**config.mk**
```make
export PLATFORM = sky130hd
export DESIGN_NAME = hiscore_ram_mux_flat
export DESIGN_NICKNAME = d
export VERILOG_FILES = /design/src/rtl/hiscore_ram_mux_if.sv /design/src/rtl/hiscore_ram_mux.sv /design/src/flat_wrapper.sv
export SDC_FILE = /design/constraint.sdc
export NUM_CORES = 1
export LEC_CHECK = 0
export CAP_MARGIN = 40
export CORE_MARGIN = 2
export CORE_UTILIZATION = 48
export CTS_CLUSTER_SIZE = 25
export DETAILED_ROUTE_END_ITERATION = 12
export PLACE_DENSITY = 0.87
export SYNTH_ARGS = -nofsm -noshare
export SYNTH_HDL_FRONTEND = slang
export SYNTH_SLANG_ARGS = --single-unit
```
**constraint.sdc**
```tcl
create_clock -name clk -period 6.5 [get_ports clk]
set_input_delay 1.95 -clock clk [delete_from_list [all_inputs] [get_ports clk]]
set_output_delay 1.95 -clock clk [all_outputs]
set_load 0.02 [all_outputs]
```
**src/rtl/hiscore_ram_mux_if.sv**
```systemverilog
// Signal bundle between the hiscore engine, the game CPU and one work-RAM port.
// The slave modport is the mux's view; the master modport is the surrounding system's view.
interface hiscore_ram_mux_if #(
   parameter int AW = 10
);
   logic          hs_pause;
   logic [AW-1:0] hs_addr;
   logic [7:0]    hs_data;
   logic          hs_write;
   logic [7:0]    hs_din;
   logic [AW-1:0] cpu_addr;
   logic [7:0]    cpu_dout;
   logic          cpu_we;
   logic          cpu_idle;
   logic [7:0]    cpu_din;
   logic          cpu_halt;
   logic [AW-1:0] ram_addr;
   logic [7:0]    ram_d;
   logic          ram_we;
   logic [7:0]    ram_q;
   logic          hs_grant;
   logic          err_drop;

   modport slave (
      input  hs_pause, hs_addr, hs_data, hs_write,
      input  cpu_addr, cpu_dout, cpu_we, cpu_idle,
      input  ram_q,
      output hs_din, cpu_din, cpu_halt,
      output ram_addr, ram_d, ram_we,
      output hs_grant, err_drop
   );

   modport master (
      output hs_pause, hs_addr, hs_data, hs_write,
      output cpu_addr, cpu_dout, cpu_we, cpu_idle,
      output ram_q,
      input  hs_din, cpu_din, cpu_halt,
      input  ram_addr, ram_d, ram_we,
      input  hs_grant, err_drop
   );
endinterface

```
**src/rtl/hiscore_ram_mux.sv**
```systemverilog
// Halts the CPU and hands its work-RAM port to the hiscore engine; grant follows halt by settle cycles.
// hs_din is ram_q registered (address-to-data 2 cycles); the CPU is held off via cpu_halt, never the engine.
module hiscore_ram_mux #(
   parameter int AW      = 10,
   parameter int SETTLE  = 2,
   parameter int TIMEOUT = 1024
) (
   input logic              clk,
   input logic              reset_n,
   hiscore_ram_mux_if.slave bus
);
   typedef enum logic [2:0] {
      S_IDLE,
      S_HALTREQ,
      S_SETTLE,
      S_OWN,
      S_RELEASE
   } state_t;

   localparam logic [15:0] TMO_LIM = 16'(TIMEOUT);
   localparam logic [3:0]  SET_LD  = 4'(SETTLE);

   state_t        state_q, state_d;
   logic          sel_hs_q, sel_hs_d;
   logic          cpu_halt_q, cpu_halt_d;
   logic          hs_grant_q, hs_grant_d;
   logic          err_drop_q, err_drop_d;
   logic [15:0]   tmo_q, tmo_d;
   logic [3:0]    set_q, set_d;
   logic [7:0]    hs_din_q;
   logic [15:0]   tmo_inc;
   logic          tmo_hit;
   logic [AW-1:0] ram_addr_mux;

   assign tmo_inc = (tmo_q == 16'hFFFF) ? tmo_q : tmo_q + 16'd1;
   assign tmo_hit = (TIMEOUT != 0) && (tmo_inc == TMO_LIM);

   always_comb begin
      state_d    = state_q;
      sel_hs_d   = sel_hs_q;
      cpu_halt_d = cpu_halt_q;
      hs_grant_d = hs_grant_q;
      tmo_d      = tmo_q;
      set_d      = set_q;
      // Any engine write outside the granted window is dropped and remembered.
      err_drop_d = err_drop_q | (bus.hs_write & ~hs_grant_q);

      unique case (state_q)
         S_IDLE: begin
            if (bus.hs_pause) begin
               cpu_halt_d = 1'b1;
               tmo_d      = 16'd0;
               state_d    = S_HALTREQ;
            end
         end
         S_HALTREQ: begin
            tmo_d = tmo_inc;
            if (!bus.hs_pause) begin
               cpu_halt_d = 1'b0;
               state_d    = S_IDLE;
            end else if (bus.cpu_idle || tmo_hit) begin
               sel_hs_d = 1'b1;
               set_d    = SET_LD;
               state_d  = S_SETTLE;
            end
         end
         S_SETTLE: begin
            set_d = set_q - 4'd1;
            if (!bus.hs_pause) begin
               sel_hs_d = 1'b0;
               state_d  = S_RELEASE;
            end else if (set_q <= 4'd1) begin
               hs_grant_d = 1'b1;
               state_d    = S_OWN;
            end
         end
         S_OWN: begin
            if (!bus.hs_pause) begin
               hs_grant_d = 1'b0;
               sel_hs_d   = 1'b0;
               state_d    = S_RELEASE;
            end
         end
         S_RELEASE: begin
            // One cycle of halt with the CPU already back on the port.
            cpu_halt_d = 1'b0;
            state_d    = S_IDLE;
         end
         default: begin
            state_d = S_IDLE;
         end
      endcase
   end

   always_ff @(posedge clk or negedge reset_n) begin
      if (!reset_n) begin
         state_q    <= S_IDLE;
         sel_hs_q   <= 1'b0;
         cpu_halt_q <= 1'b0;
         hs_grant_q <= 1'b0;
         err_drop_q <= 1'b0;
         tmo_q      <= 16'd0;
         set_q      <= 4'd0;
         hs_din_q   <= 8'd0;
      end else begin
         state_q    <= state_d;
         sel_hs_q   <= sel_hs_d;
         cpu_halt_q <= cpu_halt_d;
         hs_grant_q <= hs_grant_d;
         err_drop_q <= err_drop_d;
         tmo_q      <= tmo_d;
         set_q      <= set_d;
         hs_din_q   <= bus.ram_q;
      end
   end

   assign ram_addr_mux = sel_hs_q ? bus.hs_addr : bus.cpu_addr;
   assign bus.ram_addr = ram_addr_mux;
   assign bus.ram_d    = sel_hs_q ? bus.hs_data : bus.cpu_dout;
   assign bus.ram_we   = sel_hs_q ? (bus.hs_write & hs_grant_q) : bus.cpu_we;
   assign bus.hs_din   = hs_din_q;
   assign bus.cpu_din  = bus.ram_q;
   assign bus.cpu_halt = cpu_halt_q;
   assign bus.hs_grant = hs_grant_q;
   assign bus.err_drop = err_drop_q;
endmodule

```
**src/flat_wrapper.sv**
```systemverilog
// flat-port wrapper written by rule: the top's interface ports become plain ports
module hiscore_ram_mux_flat 
#(
   parameter int AW      = 10,
   parameter int SETTLE  = 2,
   parameter int TIMEOUT = 1024
)
  (clk, reset_n, bus_hs_pause, bus_hs_addr, bus_hs_data, bus_hs_write, bus_cpu_addr, bus_cpu_dout, bus_cpu_we, bus_cpu_idle, bus_ram_q, bus_hs_din, bus_cpu_din, bus_cpu_halt, bus_ram_addr, bus_ram_d, bus_ram_we, bus_hs_grant, bus_err_drop);
  hiscore_ram_mux_if #(.AW(AW)) bus_i ();
  input logic clk;
  input logic reset_n;
  input wire logic [$bits(bus_i.hs_pause)-1:0] bus_hs_pause;
  input wire logic [$bits(bus_i.hs_addr)-1:0] bus_hs_addr;
  input wire logic [$bits(bus_i.hs_data)-1:0] bus_hs_data;
  input wire logic [$bits(bus_i.hs_write)-1:0] bus_hs_write;
  input wire logic [$bits(bus_i.cpu_addr)-1:0] bus_cpu_addr;
  input wire logic [$bits(bus_i.cpu_dout)-1:0] bus_cpu_dout;
  input wire logic [$bits(bus_i.cpu_we)-1:0] bus_cpu_we;
  input wire logic [$bits(bus_i.cpu_idle)-1:0] bus_cpu_idle;
  input wire logic [$bits(bus_i.ram_q)-1:0] bus_ram_q;
  output wire logic [$bits(bus_i.hs_din)-1:0] bus_hs_din;
  output wire logic [$bits(bus_i.cpu_din)-1:0] bus_cpu_din;
  output wire logic [$bits(bus_i.cpu_halt)-1:0] bus_cpu_halt;
  output wire logic [$bits(bus_i.ram_addr)-1:0] bus_ram_addr;
  output wire logic [$bits(bus_i.ram_d)-1:0] bus_ram_d;
  output wire logic [$bits(bus_i.ram_we)-1:0] bus_ram_we;
  output wire logic [$bits(bus_i.hs_grant)-1:0] bus_hs_grant;
  output wire logic [$bits(bus_i.err_drop)-1:0] bus_err_drop;
  assign bus_i.hs_pause = bus_hs_pause;
  assign bus_i.hs_addr = bus_hs_addr;
  assign bus_i.hs_data = bus_hs_data;
  assign bus_i.hs_write = bus_hs_write;
  assign bus_i.cpu_addr = bus_cpu_addr;
  assign bus_i.cpu_dout = bus_cpu_dout;
  assign bus_i.cpu_we = bus_cpu_we;
  assign bus_i.cpu_idle = bus_cpu_idle;
  assign bus_i.ram_q = bus_ram_q;
  assign bus_hs_din = bus_i.hs_din;
  assign bus_cpu_din = bus_i.cpu_din;
  assign bus_cpu_halt = bus_i.cpu_halt;
  assign bus_ram_addr = bus_i.ram_addr;
  assign bus_ram_d = bus_i.ram_d;
  assign bus_ram_we = bus_i.ram_we;
  assign bus_hs_grant = bus_i.hs_grant;
  assign bus_err_drop = bus_i.err_drop;
  hiscore_ram_mux #(.AW(AW), .SETTLE(SETTLE), .TIMEOUT(TIMEOUT)) u_core (.clk(clk), .reset_n(reset_n), .bus(bus_i));
endmodule
```
==> impl_metrics.ini <==
[outcome]
status = finished clean

[sta]
slew-limit-headroom_pct = 44.3
rsz0062_at_grt = no
timing.final.hold_violations = 0
maxClockFrequency_mhz = 193
setup_viol_count_final = 0
worst_pin_slew_ps = 836
hold_slack_ps = 461
timing.final.crit_period_ps = 5190
final-max-slew-violation-count = 0
worst_clock_skew_ps = 7.29
setup_total_negative_slack_ps = 0
layout_worst_path_cycle_share_pct = 79.9

[critical_path]
rr_startpoint = u_core.tmo_q[0]
endpoint_kind = primary output
timing.critical_path.buf_inv = 2
timing.critical_path.from_type = primary input
max_stage_delay_ps = 630
crit_path_max_fanout = 2
timing_worst_setup_path_type = primary input to primary output
timing.critical_path.required_ps = 4550
crit_slowest_cell = clkdlybuf4s50_1
rr_endpoint = u_core.sel_hs_q
worstPathCellList = clkdlybuf4s50_1 > nand3_1 > o21ai_0 > clkdlybuf4s50_1
timing.reg2reg.setup_slack_ps = 3770
arrival_ps = 3240
r2r.worst_path.cells = 8
cp_num_cells = 4
cp_top_family = buffers and inverters
cpMostUsedCell = clkdlybuf4s50_1

[logic_synthesis]
synth.net_count = 301
ys.flop_type = dfrtp_1
synth_warnings = 0
synth-seq-cells = 35
synthesis.area_per_instance_sq_um = 9.14
syn_area_sq_um = 2270
synth_enable_flop_cells = 0
ys_seq_area_share_pct = 38.7
async_flop_share_pct = 100
synth_area_leader_cell = dfrtp_1
synth_cell_types = 50
synth.area.top_cells = dfrtp_1 39%, mux2_2 8.9%, nand2_1 3.8%, a21oi_1 3.8%, o21ai_0 3.5%
post_synth_inst_count = 248
yosys.area.top_type_share_pct = 38.7

[detailed_routing]
drtPass1Iterations = 6
route.detailed.drc = 0
detail_route.wl_per_cell_um = 16.2
final_antenna_net_count = 0
total_length_of_routed_wires_um = 6070
vias_per_cell = 5.79
via_count = 2165
drt_iter0_markers = 247

[clock_tree]
h-tree-depth = 2
post_cts.repair.setup_buffers = 0
clock_tree.root_cell = clkbuf_8
num_clock_sinks = 35
clk-insertion-delay-late_ps = 300
tritoncts.num_buffers = 5
tritoncts_clock_tree = done
cts_hold_buffers = 0
cts.reportedPaths.clkPinSlew_ps = 70
post_cts.resized_instances = 0
clock_path_buffers = 2

[floorplanning]
dieWidth_um = 72.7
die_h_um = 72.7
core_region_area_sq_um = 4440
top_level_ports = 88
die_area_sq_um = 5290
initial_utilization_pct = 51.0
placement_rows = 24

[place]
gp_routability_congestion = 0.895
dp_hpwl_um = 4470
io_buffers = 87

[layout]
antenna_cells = 0
mostFrequentLayoutCell = clkdlybuf4s50_1
drive_gt1_share_pct = 13.4
layout_common_cells = 86 x clkdlybuf4s50_1, 35 x dfrtp_1, 23 x nand2_1
layout.nets = 374
syn2layout_area_growth_pct = 40.3

[min_path]
holdCritPathClass = flip-flop to flip-flop
min_delay_path_depth = 1
hold_path_startpoint = u_core.bus.err_drop
worstHoldEndpoint = u_core.bus.err_drop

[global_routing]
grt_pass1_wl_um = 9670
grt_max_degree = 36
grt_usage_pct = 23.5
via_count_of_the_first_global_routing_pass = 2114
grt.overflow.total = 0
antenna_found_initial = 0

[run]
drv.max_cap_violation_count = 0

[pwr]
p_leak_nw = 1.25
max-vdd-ir-drop_mv = 0.216
power-per-cell-area_nw_per_um2 = 262
[cell type report]
class	count	area, sq um
inverters	11	41.3
clock buffers	6	82.6
multi-input cells	180	1220
clock inverters	2	16.3
fillers	335	1270
well taps	52	65.1
flip-flops and latches	35	876
repair buffers	88	873
[through the flow]
step	setup slack, ps	utilization [%]	total power, mW	instances	area [sq um]
final	1310	71.5	0.833	374	3180
after global routing	1190	71.5	0.880	374	3180
after CTS	1300	71.5	0.837	374	3180
after detailed placement	1320	69.3	0.663	366	3080
after global placement	1320	69.1	0.652	365	3070
after floorplan	2100	-	0.516	248	2270
[logic make-up after synthesis]
family                   count (synthesis)  synth area share (%)
AO/OA/AOI/OAI                           67                  19.2
AND/OR/NAND/NOR                         84                  20.9
multiplexers                            21                  10.3
flip-flops                              35                  38.7
buffers and inverters                   33                  7.34
adder cells (fa/ha/maj)                  3                  1.66
XOR/XNOR                                 5                  1.93
[registers in the layout (all words and copies together) (netlist names)]
| name | cells |
|---|---|
| u_core.bus.err_drop | 1 |
| u_core.sel_hs_q | 1 |
| u_core.bus.cpu_halt | 1 |
| u_core.set_q | 4 |
| u_core.bus.hs_grant | 1 |
| u_core.state_q | 3 |
| u_core.tmo_q | 16 |
| u_core.bus.hs_din | 8 |
[cells in the mapped netlist, drive strengths merged, types with 7 or more instances]
cell type / instances
mux2: 19
nand2: 23
nand4: 7
nand3: 8
a31oi: 8
clkbuf: 9
o21ai: 17
nor2: 16
a21oi: 17
nor3: 8
inv: 11
dfrtp: 35
buf: 13
[metal layers]
layer  GRT usage, %  vias up  share of wire (%)
met1           30.3     1034                 41
met3           4.14       13                4.9
li1               -     1039                  -
met5              0        -                  0
met2           39.5       79                 52
met4           8.44        0                1.7
[power by group]
part	leakage, nW	internal [mW]	switching, mW
clock network	0.0474	0.0864	0.0854
registers	0.447	0.249	0.0564
logic	0.753	0.190	0.166
[worst max-delay path by stage]
stage	from	end	slack [ps]
finish	bus_hs_write	bus_ram_we	1310
global route	bus_hs_write	bus_ram_we	1190
CTS	bus_hs_write	bus_ram_we	1300
detailed placement	bus_hs_write	bus_ram_we	1320
global placement	bus_hs_write	bus_ram_we	1320
floorplan	bus_cpu_we	bus_ram_we	2100
(Power assumes the default switching activity.)
